`src/rtl/baud_pkg.sv`:
```
// rtl/baud_pkg.sv - shared defaults, handshake states and divisor helper for baud_gen
package baud_pkg;

  localparam int DIV_W_DEF  = 16;
  localparam int FRAC_W_DEF = 4;
  localparam int OSR_DEF    = 16;

  typedef enum logic {
    HS_IDLE = 1'b0,
    HS_PEND = 1'b1
  } hs_state_t;

  // Integer system clocks per oversample tick, truncated.
  function automatic int div_from_rate(input longint clk_hz, input longint baud, input int osr);
    return int'(clk_hz / (baud * longint'(osr)));
  endfunction

  localparam int DEFAULT_DIV = div_from_rate(50_000_000, 9600, OSR_DEF);

endpackage

```
`src/rtl/baud_frac_acc.sv`:
```
// rtl/baud_frac_acc.sv - fractional divisor accumulator; carry stretches the next oversample period
module baud_frac_acc #(
  parameter int FRAC_W = 4
) (
  input  logic              clk_in,
  input  logic              rst_in,
  input  logic              clr,
  input  logic              step,
  input  logic [FRAC_W-1:0] frac,
  output logic              carry
);

  logic [FRAC_W-1:0] acc;
  logic [FRAC_W:0]   sum;

  assign sum = {1'b0, acc} + {1'b0, frac};

  always_ff @(posedge clk_in or posedge rst_in) begin
    if (rst_in) begin
      acc   <= '0;
      carry <= 1'b0;
    end else if (clr) begin
      acc   <= '0;
      carry <= 1'b0;
    end else if (step) begin
      acc   <= sum[FRAC_W-1:0];
      carry <= sum[FRAC_W];
    end
  end

endmodule

```
`src/rtl/baud_gen.sv`:
```
// rtl/baud_gen.sv - programmable UART baud generator (oversample tick, baud tick, baud clock)
// Optional fractional divisor enabled by defining BAUD_FRAC_EN.
module baud_gen #(
  parameter int DIV_W       = baud_pkg::DIV_W_DEF,
  parameter int FRAC_W      = baud_pkg::FRAC_W_DEF,
  parameter int OSR         = baud_pkg::OSR_DEF,
  parameter int DEFAULT_DIV = baud_pkg::DEFAULT_DIV
) (
  input  logic              clk_in,
  input  logic              rst_in,
  input  logic              en,
  input  logic [DIV_W-1:0]  div_int,
  input  logic [FRAC_W-1:0] div_frac,
  input  logic              div_load,
  output logic              div_ack,
  input  logic              rx_align,
  output logic              os_tick,
  output logic              baud_tick,
  output logic              clk_baud
);

  import baud_pkg::*;

  localparam int CC_W = DIV_W + 1;
  localparam int OC_W = $clog2(OSR);

  hs_state_t        hs_state;
  logic [DIV_W-1:0] div_cur;
  logic [DIV_W-1:0] pend_int;
  logic [CC_W-1:0]  cc;
  logic [CC_W-1:0]  d_eff;
  logic [CC_W-1:0]  last;
  logic [OC_W-1:0]  oc;
  logic             extra;
  logic             tick;
  logic             apply;

  assign d_eff = (div_cur < DIV_W'(2)) ? CC_W'(2) : CC_W'(div_cur);
  assign last  = d_eff - CC_W'(1) + CC_W'(extra);

  // >= so that a divisor shrunk while counting still ends the period at once.
  assign tick  = en & ~rx_align & (cc >= last);
  assign apply = (hs_state == HS_PEND) & (tick | rx_align | ~en);

  assign os_tick   = tick;
  assign baud_tick = tick & (oc == OC_W'(OSR - 1));
  assign div_ack   = apply;

  always_ff @(posedge clk_in or posedge rst_in) begin
    if (rst_in) begin
      cc       <= '0;
      oc       <= '0;
      clk_baud <= 1'b0;
    end else if (rx_align) begin
      cc       <= '0;
      oc       <= '0;
      clk_baud <= 1'b0;
    end else if (en) begin
      if (tick) begin
        cc <= '0;
        oc <= (oc == OC_W'(OSR - 1)) ? '0 : oc + OC_W'(1);
        if (oc == OC_W'(OSR / 2 - 1)) begin
          clk_baud <= 1'b1;
        end else if (oc == OC_W'(OSR - 1)) begin
          clk_baud <= 1'b0;
        end
      end else begin
        cc <= cc + CC_W'(1);
      end
    end
  end

`ifdef BAUD_FRAC_EN
  logic [FRAC_W-1:0] frac_cur;
  logic [FRAC_W-1:0] pend_frac;

  always_ff @(posedge clk_in or posedge rst_in) begin
    if (rst_in) begin
      frac_cur  <= '0;
      pend_frac <= '0;
    end else begin
      if (apply) begin
        frac_cur <= pend_frac;
      end
      if (div_load) begin
        pend_frac <= div_frac;
      end
    end
  end

  baud_frac_acc #(
    .FRAC_W (FRAC_W)
  ) u_frac_acc (
    .clk_in (clk_in),
    .rst_in (rst_in),
    .clr    (rx_align),
    .step   (tick),
    .frac   (frac_cur),
    .carry  (extra)
  );
`else
  logic unused_frac;

  assign unused_frac = ^div_frac;
  assign extra       = 1'b0;
`endif

  // A load coinciding with an apply lands in the pending regs after the old value is consumed.
  always_ff @(posedge clk_in or posedge rst_in) begin
    if (rst_in) begin
      hs_state <= HS_IDLE;
      div_cur  <= DIV_W'(DEFAULT_DIV);
      pend_int <= '0;
    end else begin
      if (apply) begin
        div_cur <= pend_int;
      end
      if (div_load) begin
        pend_int <= div_int;
        hs_state <= HS_PEND;
      end else if (apply) begin
        hs_state <= HS_IDLE;
      end
    end
  end

endmodule

```
`config.mk`:
```
export PLATFORM = sky130hd
export DESIGN_NAME = baud_gen
export DESIGN_NICKNAME = d
export VERILOG_FILES = /design/src/rtl/baud_pkg.sv /design/src/rtl/baud_frac_acc.sv /design/src/rtl/baud_gen.sv
export SDC_FILE = /design/constraint.sdc
export NUM_CORES = 1
export LEC_CHECK = 0
export CORE_ASPECT_RATIO = 1.1
export CORE_MARGIN = 2
export CORE_UTILIZATION = 35
export CTS_CLUSTER_SIZE = 20
export DETAILED_ROUTE_END_ITERATION = 10
export GPL_TIMING_DRIVEN = 0
export SLEW_MARGIN = 0
export SYNTH_ARGS = -nofsm -noshare
export SYNTH_HDL_FRONTEND = slang
export SYNTH_SLANG_ARGS = --single-unit
```
`constraint.sdc`:
```
create_clock -name clk_in -period 5.25 [get_ports clk_in]
set_clock_uncertainty 0.2 [all_clocks]
set_input_delay 1.3125 -clock clk_in [delete_from_list [all_inputs] [get_ports clk_in]]
set_output_delay 1.3125 -clock clk_in [all_outputs]
set_load 0.1 [all_outputs]
```
# Word-level counts from Yosys, hierarchy flattened
# Cells that the tools add are included.
# W data, S select, Z words.
totals:
  output_inout_bits: 4
  ff_bits: 55
  elab_cells: 42
  inputBits: 25
op_classes:
  addsub: 3
  n_reduce_logical: 6
  n_bitwise: 8
  muxes: 15
  magnitude_cmp: 2
  eq_ne: 2
ops:
  columns: ["op", "n"]
  rows:
  - ["$mux W17", 3]
  - ["$add A17 B1 Y17 const B", 1]
  - ["$ge A17 B17 Y1", 1]
  - ["$sub A16 B1 Y17 const B", 1]
  - ["$lt A16 B2 Y1 const B", 1]
  - ["$mux W16", 1]
  - ["$mux W4", 4]
  - ["$mux W1", 7]
  - ["$reduce_bool A2 Y1", 3]
  - ["$add A4 B1 Y4 const B", 1]
  - ["$and A1 B1 Y1", 4]
  - ["$eq A4 B3 Y1 const B", 1]
  - ["$eq A4 B4 Y1 const B", 1]
  - ["$reduce_and A3 Y1", 1]
  - ["$reduce_bool A3 Y1", 1]
  - ["$not A1 Y1", 2]
  - ["$or A1 B1 Y1", 2]
  - ["$reduce_and A2 Y1", 1]

# Longest topological paths before layout
# Gate-level depths: netlist of the first run.
depth:
  word_depth: 10
  depth_mapped: 18
  mapped_depth_nobuf: 17

# Worst setup path before layout of the first run
# No wires, ideal clock.
synth_path:
  path_type: "register -> output"
  startpoint: "register div_cur[13]"
  endpoint: "output baud_tick"
  path_stages_with_launch: 18
  n_path_buf: 1
  slack_ns: -2.777
  arrival_ns: 6.514
  required_time_ns: 3.738
  path_cell_list: "dfrtp_1 > or4_1 > or3_1 > nor3_1 > nand3b_1 > nand2_1 > ha_1 > nand2_1 > nor3_1 > nand2b_1 > or3_1 > ha_1 > nand4_1 > nor2_1 > nand2_1 > o221a_2 > clkbuf_1 > nor4_1"
synth_between:
  elab_chain_cells: 6
synth_rtl:
  columns: ["item", "line", "rtl"]
  rows:
  - ["from (decl)", "baud_gen.sv:28", "logic [DIV_W-1:0] div_cur;"]
  - ["from (signal assigned)", "baud_gen.sv:112", "div_cur <= DIV_W'(DEFAULT_DIV);"]
  - ["from (signal assigned)", "baud_gen.sv:116", "div_cur <= pend_int;"]
  - ["$lt A16 B2 Y1", "baud_gen.sv:38", "assign d_eff = (div_cur < DIV_W'(2)) ? CC_W'(2) : CC_W'(div_cur);"]
  - ["$mux W16 (*)", "baud_gen.sv:38", null]
  - ["$sub A16 B1 Y17 (*)", "baud_gen.sv:39", "assign last = d_eff - CC_W'(1) + CC_W'(extra);"]
  - ["$ge A17 B17 Y1 (*)", "baud_gen.sv:42", "assign tick = en & ~rx_align & (cc >= last);"]
  - ["$and A1 B1 Y1 (*)", "baud_gen.sv:42", null]
  - ["$and A1 B1 Y1 (*)", "baud_gen.sv:46", "assign baud_tick = tick & (oc == OC_W'(OSR - 1));"]
  - ["to (decl)", "baud_gen.sv:18", "output logic baud_tick,"]
# Every way passes the cells marked *; elsewhere a longest branch is shown, timed or not.

# Final worst setup path of the first run
layout_path:
  startpoint: "register div_cur[12]"
  endpoint: "output div_ack"
layout_between:
  elab_chain_cells: 8
layout_rtl:
  columns: ["item", "line", "rtl"]
  rows:
  - ["$lt A16 B2 Y1", "baud_gen.sv:38", null]
  - ["$mux W16 (*)", "baud_gen.sv:38", null]
  - ["$sub A16 B1 Y17 (*)", "baud_gen.sv:39", null]
  - ["$ge A17 B17 Y1 (*)", "baud_gen.sv:42", null]
  - ["$and A1 B1 Y1 (*)", "baud_gen.sv:42", null]
  - ["$or A1 B1 Y1 (*) (2 in series)", "baud_gen.sv:43", "assign apply = (hs_state == HS_PEND) & (tick | rx_align | ~en);"]
  - ["$and A1 B1 Y1 (*)", "baud_gen.sv:43", null]
  - ["to (decl)", "baud_gen.sv:15", "output logic div_ack,"]
# Marked as above.

==> impl_table.tex, run 1 <==
\begin{tabular}{lr}
\hline
Metric & Value \\
\hline
\multicolumn{2}{l}{\textbf{Outcome}} \\
\quad Result of the run & finished, violations left \\
\quad Violations in the final reports & setup timing \\
\multicolumn{2}{l}{\textbf{Yosys}} \\
\quad Ys Warns & 0 \\
\quad Number of flops mapped to enable cells by yosys & 0 \\
\quad Top cell type by total area after synthesis & sky130\_fd\_sc\_hd\_\_dfrtp\_1 \\
\quad Netlist area before placement & 3138 um\^{}2 \\
\quad Cells taking the most area after synthesis & sky130\_fd\_sc\_hd\_\_dfrtp\_1 41\%, sky130\_fd\_sc\_hd\_\_mux2\_2 11\%, sky130\_fd\_sc\_hd\_\_ha\_1 8.0\% \\
\quad Synth Area per Inst & 10.93 um\^{}2 \\
\quad Netlist cell types & 45 \\
\quad Most common library cells after synthesis & 51 x sky130\_fd\_sc\_hd\_\_dfrtp\_1, 32 x sky130\_fd\_sc\_hd\_\_mux2\_2, 20 x sky130\_fd\_sc\_hd\_\_ha\_1 \\
\quad Net count of the mapped netlist & 332 \\
\quad FF+latch count, synth & 55 \\
\quad Fraction of post-synthesis cell area in the top cell type by area & 40.67\% \\
\quad Primary FF master, synth & sky130\_fd\_sc\_hd\_\_dfrtp\_1 \\
\quad Share of synthesized area occupied by flip-flops and latches & 44.02\% \\
\quad Cell count after synthesis & 287 \\
\quad Most frequently used cell type in the post-synthesis netlist & sky130\_fd\_sc\_hd\_\_dfrtp\_1 \\
\quad Async set or reset register ratio after synthesis & 100.0\% \\
\multicolumn{2}{l}{\textbf{Clocking}} \\
\quad Clock edge transition at the registers on the reported setup and hold paths & 0.11 ns \\
\quad Number of buffers created by CTS & 5 \\
\quad Worst-case clock buffer depth & 2 \\
\quad Number of hold-repair buffers added at the cts stage & 0 \\
\quad Root Buffer & sky130\_fd\_sc\_hd\_\_clkbuf\_8 \\
\quad Source-to-sink clock delay at the later pin of the worst-skew pair & 0.32 ns \\
\quad Clock tree from TritonCTS & yes \\
\quad Number of clock sinks & 55 \\
\quad H-tree levels & 2 \\
\multicolumn{2}{l}{\textbf{GRT}} \\
\quad Overflow left after global routing & 0 \\
\quad Number of antenna violations at the first check in global routing & 0 \\
\quad Vias in the first global route & 2,429 \\
\quad All-Layer GR Usage & 15.27\% \\
\quad Global-route wire length before repair & 11,700 um \\
\quad Pin count of the biggest net entering global routing & 38 \\
\multicolumn{2}{l}{\textbf{STA}} \\
\quad Final-layout setup total negative slack & -1.525 ns \\
\quad Max frequency & 0.1729 GHz \\
\quad Worst Setup Slack, final & -0.5352 ns \\
\quad RSZ-0062 raised after global routing & true \\
\quad Ratio of final minimum period to clock period & 110.2\% \\
\quad Final Hold Fails & 0 \\
\quad Slew Limit Fails & 0 \\
\quad Slew margin rel. & 36.05\% \\
\quad Worst slew pin tran & 0.9562 ns \\
\quad Final setup violation count & 3 \\
\quad Time the worst path needs with I/O delays and setup & 5.785 ns \\
\multicolumn{2}{l}{\textbf{Placed design}} \\
\quad Routability-driven placement congestion ratio & 0.7642 \\
\quad Number of input and output port buffers inserted & 22 \\
\quad DP Wirelength & 4679 um \\
\quad Cell area after placement & 3601 um\^{}2 \\
\multicolumn{2}{l}{\textbf{Finish}} \\
\quad Signed area change from the synthesized netlist to the final layout & 25.56\% \\
\quad Post-Layout Inst Area & 3940 um\^{}2 \\
\quad Antenna Cells & 0 \\
\quad Final layout net count & 380 \\
\quad Final standard cell utilization of the core & 44.86\% \\
\quad Combined area of the multi-input logic cells & 1832 um\^{}2 \\
\quad Share of layout cells above drive strength 1 & 28.27\% \\
\quad Sequential cell area in the final layout & 1381 um\^{}2 \\
\quad Fill cell instance count of the final layout & 830 \\
\multicolumn{2}{l}{\textbf{Power and ir drop}} \\
\quad Pwr dens & 248.8 nW/um\^{}2 \\
\quad Lkg Pwr & 0.001648 uW \\
\quad Worst IR Drop VDD & 0.0001023 V \\
\multicolumn{2}{l}{\textbf{Setup path}} \\
\quad Critical path peak fanout & 3 \\
\quad Launching element type of the critical path & flop \\
\quad Endpoint type of the worst setup path & primary output \\
\quad Critical path data arrival time & 4.27 ns \\
\quad Data required time at the worst endpoint & 3.74 ns \\
\quad Type of the setup path with the least slack & reg2out \\
\multicolumn{2}{l}{\textbf{Floorplanning}} \\
\quad Effective utilization at floorplan & 35.73\% \\
\quad \# rows & 36 \\
\quad Die Y-Extent & 103.3 um \\
\quad Die boundary width & 94.28 um \\
\quad Number of top-level design ports & 29 \\
\quad Std-Cell Core Area & 8783 um\^{}2 \\
\quad Die area & 9740 um\^{}2 \\
\multicolumn{2}{l}{\textbf{Drt}} \\
\quad Number of search-and-repair iterations in the first detailed-routing pass & 4 \\
\quad Residual DRC count & 0 \\
\quad Ratio of routed vias to standard cells & 5.176 \\
\quad Number of vias after detailed routing & 2,329 \\
\quad Initial detailed-routing violation count & 66 \\
\quad Avg WL per Cell & 14.54 um \\
\quad Post-DRT Antenna Nets & 0 \\
\quad Wirelength, routed & 6544 um \\
\multicolumn{2}{l}{\textbf{Job}} \\
\quad Max-cap violations & 0 \\
\multicolumn{2}{l}{\textbf{Hold path}} \\
\quad Tightest Hold Check Type & reg2reg \\
\hline
\end{tabular}
==> area by class of cell <==
type                       instances  area share, %
sequential                        55          35.06
inverter                           8         0.8574
multi-input combinational        213          46.49
tap                              114          3.620
buffer                             9         0.8574
timing repair buffer              43          10.77
clock inverter                     3         0.6034
clock buffer                       5          1.747
==> worst paths after layout <==
path	endpoint	depth (start not counted)	startpoint	slack, ns
worst min-delay path	div_cur[15]$_DFFE_PP0P_	1	pend_int[15]$_DFFE_PP0P_	0.31
worst max register to register	cc[12]$_DFFE_PP0P_	19	div_cur[12]$_DFFE_PP0P_	0.33
max in group asynchronous	div_cur[2]$_DFFE_PP1P_	3	rst_in	3.15
worst min register to register	div_cur[15]$_DFFE_PP0P_	1	pend_int[15]$_DFFE_PP0P_	0.31
worst max-delay path	div_ack	17	div_cur[12]$_DFFE_PP0P_	-0.54
min in group asynchronous	cc[16]$_DFFE_PP0P_	2	rst_in	1.10
==> sequential cells by signal (all words and copies together) (netlist names) <==
signal	flops
cc	17
div_cur	16
pend_int	16
oc	4
clk_baud	1
hs_state	1
==> cell families after synthesis <==
kind of cell	share of synthesized area (%)
AND/OR/NAND/NOR	15.71
AO/OA/AOI/OAI	14.19
flip-flops	44.02
multiplexers	11.80
adder cells (fa/ha/maj)	7.974
buffers and inverters	2.393
XOR/XNOR	3.908
==> report_power, final <==
| part | internal (uW) | leakage [uW] | switching [uW] |
|---|---|---|---|
| logic | 118 | 0.000921 | 100 |
| clock network | 95.9 | 0.0000408 | 153 |
| registers | 469 | 0.000687 | 43.8 |
==> stage by stage <==
stage               instances  power, uW  hold slack [ns]  setup slack [ns]
finish                    450      980.4           0.3088           -0.5352
global route              450       1044           0.3278           -0.7616
CTS                       445      987.2           0.3146           -0.5648
detailed placement        424      712.2           0.2965            -1.808
global placement          423      703.5           0.2901            -1.714
floorplan                 287      654.0           0.2766           -0.6544
==> per-layer routing <==
| metal | vias up | GRT usage [%] | share of wire, % |
|---|---|---|---|
| li1 | 1167 | - | - |
| met2 | 25 | 26.10 | 50 |
| met5 | - | 0 | 0 |
| met3 | 6 | 2.174 | 1.8 |
| met4 | 0 | 5.686 | 1.6 |
| met1 | 1131 | 19.83 | 47 |
==> cell usage in the layout, fill, tap and decap left out, drive strengths merged, types with 3 or more instances in the layout <==
cell,Yosys,layout
o31ai,5,5
nor3b,6,6
nor3,8,8
a22o,4,4
clkbuf,10,14
nor4,6,6
xnor2,6,6
a21oi,11,11
and3,7,7
clkinvlp,0,3
nand4,3,3
clkdlybuf4s50,0,19
ha,20,20
nand2,15,15
nand2b,5,5
dfstp,4,4
inv,8,8
mux2,32,32
dfrtp,51,51
a21o,6,6
xor2,8,8
o21ai,7,7
o311ai,8,8
buf,1,24
o21a,8,8
nand3,10,10
or3,6,6
nor2,11,11
==> critical path: stages, from the launching register on <==
cell and delay, ns:
sky130_fd_sc_hd__dfrtp_1 0.39, sky130_fd_sc_hd__or4_4 0.53, sky130_fd_sc_hd__or3_4 0.36, sky130_fd_sc_hd__nor3_4 0.16, sky130_fd_sc_hd__nand3b_1 0.11, sky130_fd_sc_hd__nand2_2 0.12
sky130_fd_sc_hd__ha_4 0.15, sky130_fd_sc_hd__nand2_4 0.06, sky130_fd_sc_hd__nor3_4 0.20, sky130_fd_sc_hd__nand2b_1 0.11, sky130_fd_sc_hd__or3_4 0.35, sky130_fd_sc_hd__ha_4 0.27
sky130_fd_sc_hd__nand4_1 0.16, sky130_fd_sc_hd__or3_4 0.44, sky130_fd_sc_hd__o221ai_4 0.19, sky130_fd_sc_hd__o21ai_4 0.10, sky130_fd_sc_hd__clkinvlp_4 0.10, sky130_fd_sc_hd__buf_12 0.16
==> repair_timing <==
item	in CTS	in global routing
endpoints found under the setup margin	3	3
resized for setup	34	4
pin swaps	11	8
buffers inserted	15	5
Power figures use the tool's default switching activity.
==> run 2: changes to the inputs <==
- CAP_MARGIN: default -> 20
==> run 2 against run 1 <==
Effect of this change: the run still ends with setup timing left; global-route usage unchanged; highest routed layer unchanged; largest cell class unchanged; setup slack unchanged; cell count unchanged; via count unchanged; combinational power about the same; final area unchanged; first-iteration DRC count unchanged; register-to-register slack about the same; power unchanged; maximum frequency unchanged; sequential share of layout area unchanged; clock power about the same.
==> impl_table.tex, run 2 (synthesis results as in run 1) <==
\begin{tabular}{lr}
\hline
Metric & Value \\
\hline
\multicolumn{2}{l}{\textbf{Outcome}} \\
\quad Result of the run & finished, violations left \\
\quad Violations in the final reports & setup timing \\
\multicolumn{2}{l}{\textbf{Finish}} \\
\quad Max reg flops & 17 \\
\quad Antenna Cells & 0 \\
\quad Final layout net count & 380 \\
\quad Top register by number of flip-flops & cc \\
\quad Share of layout cells above drive strength 1 & 28.27\% \\
\quad Final standard cell utilization of the core & 44.86\% \\
\quad Signed area change from the synthesized netlist to the final layout & 25.56\% \\
\quad Post-route non-filler standard cell count & 450 \\
\quad Most frequent cells in the layout & 51 x sky130\_fd\_sc\_hd\_\_dfrtp\_1, 32 x sky130\_fd\_sc\_hd\_\_mux2\_2, 19 x sky130\_fd\_sc\_hd\_\_clkdlybuf4s50\_1, 19 x sky130\_fd\_sc\_hd\_\_buf\_4, 18 x sky130\_fd\_sc\_hd\_\_ha\_1 \\
\quad Commonest non-fill, non-tap cell in the layout & sky130\_fd\_sc\_hd\_\_dfrtp\_1 \\
\quad Largest registers in the final layout & cc x17, div\_cur x16, pend\_int x16 \\
\multicolumn{2}{l}{\textbf{Setup path}} \\
\quad Capture instance of the worst register-to-register path & cc[12]\$\_DFFE\_PP0P\_ \\
\quad Crit path largest cell delay & 0.53 ns \\
\quad Max stage delay cell, worst path & sky130\_fd\_sc\_hd\_\_or4\_4 \\
\quad Critical path data arrival time & 4.27 ns \\
\quad Launching point of the worst reg2reg path & div\_cur[12]\$\_DFFE\_PP0P\_ \\
\quad Cells along the critical path & or4\_4 > or3\_4 > nor3\_4 > nand3b\_1 > nand2\_2 > ha\_4 > nand2\_4 > nor3\_4 > nand2b\_1 > or3\_4 > ha\_4 > nand4\_1 > or3\_4 > o221ai\_4 > o21ai\_4 > clkinvlp\_4 > buf\_12 \\
\quad Endpoint type of the worst setup path & primary output \\
\quad Register-to-Register Path Depth & 19 \\
\quad Type of the setup path with the least slack & reg2out \\
\quad Critical path peak fanout & 3 \\
\quad Worst R2R Setup Slack & 0.33 ns \\
\quad Launching element type of the critical path & flop \\
\quad Data required time at the worst endpoint & 3.74 ns \\
\quad Buffers and inverters on the worst path & 2 \\
\quad Kind of cell with the highest combined delay on the critical path & simple AND/OR/NAND/NOR gates \\
\quad Dominant cell type by count on the critical path & sky130\_fd\_sc\_hd\_\_or3\_4 \\
\multicolumn{2}{l}{\textbf{Drt}} \\
\quad Avg WL per Cell & 14.54 um \\
\quad Max Used Layer & met4 \\
\quad Wirelength, routed & 6544 um \\
\quad Ratio of routed vias to standard cells & 5.176 \\
\quad Met3 Routed Length & 119 um \\
\quad Residual DRC count & 0 \\
\quad Number of search-and-repair iterations in the first detailed-routing pass & 4 \\
\quad DRT met1 WL & 3046 um \\
\quad Number of vias after detailed routing & 2,329 \\
\quad Post-DRT Antenna Nets & 0 \\
\quad Initial detailed-routing violation count & 66 \\
\quad Total met2 wirelength after detailed routing & 3271 um \\
\multicolumn{2}{l}{\textbf{GRT}} \\
\quad Global-route wire length before repair & 11,700 um \\
\quad Overflow left after global routing & 0 \\
\quad All-Layer GR Usage & 15.27\% \\
\quad Vias in the first global route & 2,429 \\
\quad Number of antenna violations at the first check in global routing & 0 \\
\quad Pin count of the biggest net entering global routing & 38 \\
\multicolumn{2}{l}{\textbf{Power and ir drop}} \\
\quad Pwr dens & 248.8 nW/um\^{}2 \\
\quad Lkg Pwr & 0.001648 uW \\
\quad Power, Total & 980.4 uW \\
\quad Worst IR Drop VDD & 0.0001023 V \\
\multicolumn{2}{l}{\textbf{Placed design}} \\
\quad Number of input and output port buffers inserted & 22 \\
\quad Total placed cells including tap cells & 424 \\
\quad DP Wirelength & 4679 um \\
\quad Routability-driven placement congestion ratio & 0.7642 \\
\multicolumn{2}{l}{\textbf{Clocking}} \\
\quad H-tree levels & 2 \\
\quad Clock tree from TritonCTS & yes \\
\quad Number of clock sinks & 55 \\
\quad Clock edge transition at the registers on the reported setup and hold paths & 0.11 ns \\
\quad Worst-case clock buffer depth & 2 \\
\quad Number of buffers created by CTS & 5 \\
\quad Number of hold-repair buffers added at the cts stage & 0 \\
\quad Source-to-sink clock delay at the later pin of the worst-skew pair & 0.32 ns \\
\quad Root Buffer & sky130\_fd\_sc\_hd\_\_clkbuf\_8 \\
\multicolumn{2}{l}{\textbf{Hold path}} \\
\quad Worst Min Path Start & pend\_int[15]\$\_DFFE\_PP0P\_ \\
\quad Terminating pin of the worst hold path & div\_cur[15]\$\_DFFE\_PP0P\_ \\
\quad Tightest Hold Check Type & reg2reg \\
\quad Number of cells traversed by the worst hold path & 1 \\
\multicolumn{2}{l}{\textbf{STA}} \\
\quad Ratio of final minimum period to clock period & 110.2\% \\
\quad Slew Limit Fails & 0 \\
\quad Slew margin rel. & 36.05\% \\
\quad RSZ-0062 raised after global routing & true \\
\quad Final setup violation count & 3 \\
\quad Final Hold Fails & 0 \\
\quad Time the worst path needs with I/O delays and setup & 5.785 ns \\
\quad Worst slew pin tran & 0.9562 ns \\
\quad Max frequency & 0.1729 GHz \\
\quad Worst Setup Slack, final & -0.5352 ns \\
\multicolumn{2}{l}{\textbf{Floorplanning}} \\
\quad Die boundary width & 94.28 um \\
\quad Effective utilization at floorplan & 35.73\% \\
\quad Die area & 9740 um\^{}2 \\
\quad Die Y-Extent & 103.3 um \\
\quad Std-Cell Core Area & 8783 um\^{}2 \\
\quad \# rows & 36 \\
\quad Number of top-level design ports & 29 \\
\multicolumn{2}{l}{\textbf{Job}} \\
\quad Max-cap violations & 0 \\
\hline
\end{tabular}
run 2: cell counts in the layout (fill, tap and decap cells not counted):
Identical to the previous run, type by type.
run 2: where the power goes:
part	total [uW]	internal [uW]	leakage (uW)	switching, uW
Sequential	513	469	0.000687	43.8
Combinational	218	118	0.000921	100
Clock	249	95.9	0.0000408	153
Total	980	683	0.00165	298
run 2: worst max path at each step:
| stage | from | to | slack [ns] | depth (start not counted) |
|---|---|---|---|---|
| 2_1_floorplan | div_cur[13]$_DFFE_PP0P_ | baud_tick | -0.65 | 17 |
| 3_3_place_gp | div_cur[13]$_DFFE_PP0P_ | div_ack | -1.71 | 18 |
| 3_5_place_dp | div_cur[13]$_DFFE_PP0P_ | div_ack | -1.81 | 18 |
| 4_1_cts | div_cur[12]$_DFFE_PP0P_ | div_ack | -0.56 | 17 |
| 5_1_grt | div_cur[12]$_DFFE_PP0P_ | div_ack | -0.76 | 17 |
| 6_report | div_cur[12]$_DFFE_PP0P_ | div_ack | -0.54 | 17 |
run 2: area by class of cell:
cell class              instances  area (um^2)
plain buffers                   9        33.78
clock buffers                   5        68.82
clock inverters                 3        23.77
fillers                       830         4843
inverters                       8        33.78
multi-input cells             213         1832
flip-flops and latches         55         1381
well taps                     114        142.6
repair buffers                 43        424.2
run 2: worst register-to-register path, cell delays in order, from the launching register on:
cell and delay (ns):
sky130_fd_sc_hd__dfrtp_1 0.39, sky130_fd_sc_hd__or4_4 0.53, sky130_fd_sc_hd__or3_4 0.37, sky130_fd_sc_hd__nor3_4 0.16
sky130_fd_sc_hd__nand3b_1 0.11, sky130_fd_sc_hd__nand2_2 0.12, sky130_fd_sc_hd__ha_4 0.15, sky130_fd_sc_hd__nand2_4 0.06
sky130_fd_sc_hd__nor3_4 0.20, sky130_fd_sc_hd__nand2b_1 0.11, sky130_fd_sc_hd__or3_4 0.35, sky130_fd_sc_hd__ha_4 0.27
sky130_fd_sc_hd__nand4_1 0.16, sky130_fd_sc_hd__or3_4 0.44, sky130_fd_sc_hd__o221ai_4 0.19, sky130_fd_sc_hd__buf_4 0.15
sky130_fd_sc_hd__buf_4 0.14, sky130_fd_sc_hd__clkbuf_1 0.38, sky130_fd_sc_hd__o311ai_0 0.21, sky130_fd_sc_hd__o21a_1 0.15
run 2: through the flow:
| stage | hold slack, ns | area (um^2) | setup slack (ns) | TNS [ns] |
|---|---|---|---|---|
| after floorplan | 0.2766 | 3218 | -0.6544 | -1.248 |
| after global placement | 0.2901 | 3581 | -1.714 | -4.143 |
| after detailed placement | 0.2965 | 3601 | -1.808 | -4.446 |
| after CTS | 0.3146 | 3870 | -0.5648 | -1.561 |
| after global routing | 0.3278 | 3940 | -0.7616 | -2.264 |
| final | 0.3088 | 3940 | -0.5352 | -1.525 |
run 2: layer usage:
layer	GRT usage, %	up-vias
met1	19.83	1131
met2	26.10	25
li1	-	1167
met4	5.686	0
met3	2.174	6
met5	0	-
run 2: timing repair:
item | CTS | global route
setup buffers | 15 | 5
pin swaps | 11 | 8
setup endpoints to repair | 3 | 3
gates resized for setup | 34 | 4
==> run 3: changes to the inputs <==
- PLACE_DENSITY: default -> 0.62
==> run 3 against run 2 <==
Effect of this change: the flow still finishes with violations (setup timing); sequential power is essentially flat; final area fell by 1.9%; combinational power is 3% lower; die area unchanged; worst hold slack lost 0.0014 ns; register-to-register slack improved by 0.18 ns; count of clock-buffer cells in the layout increased by 1; non-clock buffer count down 6; clock power down 6%; critical path type unchanged; highest routed layer unchanged.
==> impl_table.tex, run 3 (synthesis results as in run 1) <==
\begin{tabular}{lr}
\hline
Metric & Value \\
\hline
\multicolumn{2}{l}{\textbf{Drt}} \\
\quad Max Used Layer & met4 \\
\quad Met3 Routed Length & 117 um \\
\quad Number of vias after detailed routing & 2,306 \\
\quad Initial detailed-routing violation count & 82 \\
\quad Post-DRT Antenna Nets & 0 \\
\quad Total met2 wirelength after detailed routing & 3148 um \\
\quad Number of search-and-repair iterations in the first detailed-routing pass & 4 \\
\quad Residual DRC count & 0 \\
\quad Avg WL per Cell & 14.13 um \\
\quad DRT met1 WL & 2909 um \\
\quad Ratio of routed vias to standard cells & 5.194 \\
\quad Wirelength, routed & 6272 um \\
\multicolumn{2}{l}{\textbf{Setup path}} \\
\quad Crit. path cell count & 17 \\
\quad Kind of cell with the highest combined delay on the critical path & simple AND/OR/NAND/NOR gates \\
\quad Cells along the critical path & or4\_4 > or3\_4 > nor3\_4 > nand3b\_1 > nand2\_2 > ha\_4 > nand2\_4 > nor3\_4 > nand2b\_1 > or3\_4 > ha\_4 > nand4\_1 > or3\_4 > o221ai\_4 > o21ai\_4 > clkinvlp\_4 > buf\_12 \\
\quad Max stage delay cell, worst path & sky130\_fd\_sc\_hd\_\_or4\_4 \\
\quad Critical path peak fanout & 3 \\
\quad Type of the setup path with the least slack & reg2out \\
\quad Endpoint type of the worst setup path & primary output \\
\quad Data required time at the worst endpoint & 3.74 ns \\
\quad Launching element type of the critical path & flop \\
\quad Register-to-Register Path Depth & 18 \\
\quad Crit path largest cell delay & 0.53 ns \\
\quad Dominant cell type by count on the critical path & sky130\_fd\_sc\_hd\_\_or3\_4 \\
\quad Buffers and inverters on the worst path & 2 \\
\quad Critical path data arrival time & 4.22 ns \\
\multicolumn{2}{l}{\textbf{Placed design}} \\
\quad Number of input and output port buffers inserted & 22 \\
\quad Total placed cells including tap cells & 424 \\
\quad DP Wirelength & 4568 um \\
\quad Cell area after placement & 3601 um\^{}2 \\
\quad Routability-driven placement congestion ratio & 0.8054 \\
\multicolumn{2}{l}{\textbf{Clocking}} \\
\quad Number of clock sinks & 55 \\
\quad H-tree levels & 2 \\
\quad Clock tree from TritonCTS & yes \\
\quad Worst-case clock buffer depth & 2 \\
\quad Root Buffer & sky130\_fd\_sc\_hd\_\_clkbuf\_8 \\
\quad Number of buffers created by CTS & 5 \\
\quad Clock edge transition at the registers on the reported setup and hold paths & 0.09 ns \\
\quad Source-to-sink clock delay at the later pin of the worst-skew pair & 0.32 ns \\
\multicolumn{2}{l}{\textbf{GRT}} \\
\quad Vias in the first global route & 2,351 \\
\quad Global-route wire length before repair & 10,850 um \\
\quad Overflow left after global routing & 0 \\
\quad Pin count of the biggest net entering global routing & 31 \\
\quad Number of antenna violations at the first check in global routing & 0 \\
\quad All-Layer GR Usage & 14.07\% \\
\multicolumn{2}{l}{\textbf{STA}} \\
\quad Time the worst path needs with I/O delays and setup & 5.731 ns \\
\quad Ratio of final minimum period to clock period & 109.2\% \\
\quad Final setup violation count & 3 \\
\quad Worst Setup Slack, final & -0.4810 ns \\
\quad Slew Limit Fails & 0 \\
\quad Slew margin rel. & 35.44\% \\
\quad Final Hold Fails & 0 \\
\quad Worst slew pin tran & 0.9654 ns \\
\quad RSZ-0062 raised after global routing & true \\
\quad Max frequency & 0.1745 GHz \\
\multicolumn{2}{l}{\textbf{Floorplanning}} \\
\quad Std-Cell Core Area & 8783 um\^{}2 \\
\quad Die Y-Extent & 103.3 um \\
\quad Number of top-level design ports & 29 \\
\quad Effective utilization at floorplan & 35.73\% \\
\quad Die area & 9740 um\^{}2 \\
\quad \# rows & 36 \\
\quad Die boundary width & 94.28 um \\
\multicolumn{2}{l}{\textbf{Power and ir drop}} \\
\quad Lkg Pwr & 0.001608 uW \\
\quad Pwr dens & 247.9 nW/um\^{}2 \\
\quad Power, Total & 958.0 uW \\
\quad Worst IR Drop VDD & 0.0002020 V \\
\multicolumn{2}{l}{\textbf{Finish}} \\
\quad Antenna Cells & 0 \\
\quad Max reg flops & 17 \\
\quad Share of layout cells above drive strength 1 & 26.67\% \\
\quad Most frequent cells in the layout & 51 x sky130\_fd\_sc\_hd\_\_dfrtp\_1, 32 x sky130\_fd\_sc\_hd\_\_mux2\_2, 19 x sky130\_fd\_sc\_hd\_\_clkdlybuf4s50\_1, 18 x sky130\_fd\_sc\_hd\_\_ha\_1, 14 x sky130\_fd\_sc\_hd\_\_buf\_4 \\
\quad Final layout net count & 374 \\
\quad Combined area of the multi-input logic cells & 1822 um\^{}2 \\
\quad Fill cell instance count of the final layout & 838 \\
\quad Sequential cell area in the final layout & 1381 um\^{}2 \\
\quad Post-Layout Inst Area & 3865 um\^{}2 \\
\quad Top register by number of flip-flops & cc \\
\quad Post-route non-filler standard cell count & 444 \\
\quad Largest registers in the final layout & cc x17, div\_cur x16, pend\_int x16 \\
\quad Final standard cell utilization of the core & 44.00\% \\
\quad Signed area change from the synthesized netlist to the final layout & 23.17\% \\
\quad Commonest non-fill, non-tap cell in the layout & sky130\_fd\_sc\_hd\_\_dfrtp\_1 \\
\multicolumn{2}{l}{\textbf{Outcome}} \\
\quad Violations in the final reports & setup timing \\
\quad Result of the run & finished, violations left \\
\multicolumn{2}{l}{\textbf{Hold path}} \\
\quad Number of cells traversed by the worst hold path & 1 \\
\quad Tightest Hold Check Type & reg2reg \\
\multicolumn{2}{l}{\textbf{Job}} \\
\quad Max-cap violations & 0 \\
\hline
\end{tabular}
-- run 3: final cells by class --
type	instances	share of cell area [%]
Clock inverter	2	0.3237
Inverter	8	0.8741
Clock buffer	6	1.878
Buffer	9	0.8741
Timing Repair Buffer	37	9.485
Sequential cell	55	35.74
Multi-Input combinational cell	213	47.14
Tap cell	114	3.691
-- run 3: power by group --
group / switching (uW) / internal, uW
Clock: 141 / 93.7
Sequential: 42.7 / 469
Combinational: 99.4 / 112
-- run 3: metrics by stage --
stage | hold slack [ns] | worst slack, ns | TNS [ns]
after floorplan | 0.2766 | -0.6544 | -1.248
after global placement | 0.2883 | -1.717 | -4.161
after detailed placement | 0.2933 | -1.731 | -4.218
after CTS | 0.3158 | -0.5502 | -1.454
after global routing | 0.3321 | -0.6916 | -2.032
final | 0.3074 | -0.4810 | -1.346
-- run 3: what timing repair did --
item | CTS | global route
setup buffers | 13 | 1
pin swaps | 12 | 8
hold buffers | 0 | 0
setup endpoints to repair | 3 | 3
gates resized for setup | 34 | 3
-- run 3: path summary, 6_finish.rpt --
kind / start / endpoint / slack (ns)
worst max register to register: div_cur[12]$_DFFE_PP0P_ / cc[6]$_DFFE_PP0P_ / 0.51
max in group asynchronous: rst_in / div_cur[0]$_DFFE_PP1P_ / 3.04
worst max-delay path: div_cur[12]$_DFFE_PP0P_ / div_ack / -0.48
worst min-delay path: pend_int[9]$_DFFE_PP0P_ / pend_int[9]$_DFFE_PP0P_ / 0.31
worst min register to register: pend_int[9]$_DFFE_PP0P_ / pend_int[9]$_DFFE_PP0P_ / 0.31
min in group asynchronous: rst_in / pend_int[14]$_DFFE_PP0P_ / 1.17
-- run 3: metal layers --
layer	vias to the layer above	track usage, %
met5	-	0
met4	0	5.463
met3	5	1.957
met2	26	24.95
met1	1122	17.47
li1	1153	-
-- run 3: worst reg2reg max path: stages, from the launching register on --
cell and delay (ns):
sky130_fd_sc_hd__dfrtp_1 0.38, sky130_fd_sc_hd__or4_4 0.53, sky130_fd_sc_hd__or3_4 0.40, sky130_fd_sc_hd__nor3_4 0.15, sky130_fd_sc_hd__nand3b_1 0.11, sky130_fd_sc_hd__nand2_2 0.11
sky130_fd_sc_hd__ha_4 0.15, sky130_fd_sc_hd__nand2_4 0.05, sky130_fd_sc_hd__nor3_4 0.15, sky130_fd_sc_hd__nand2b_1 0.11, sky130_fd_sc_hd__or3_4 0.35, sky130_fd_sc_hd__ha_4 0.27
sky130_fd_sc_hd__nand4_1 0.15, sky130_fd_sc_hd__or3_4 0.44, sky130_fd_sc_hd__o221ai_4 0.18, sky130_fd_sc_hd__buf_4 0.20, sky130_fd_sc_hd__clkbuf_1 0.41, sky130_fd_sc_hd__nor3b_1 0.12
sky130_fd_sc_hd__o21a_1 0.19
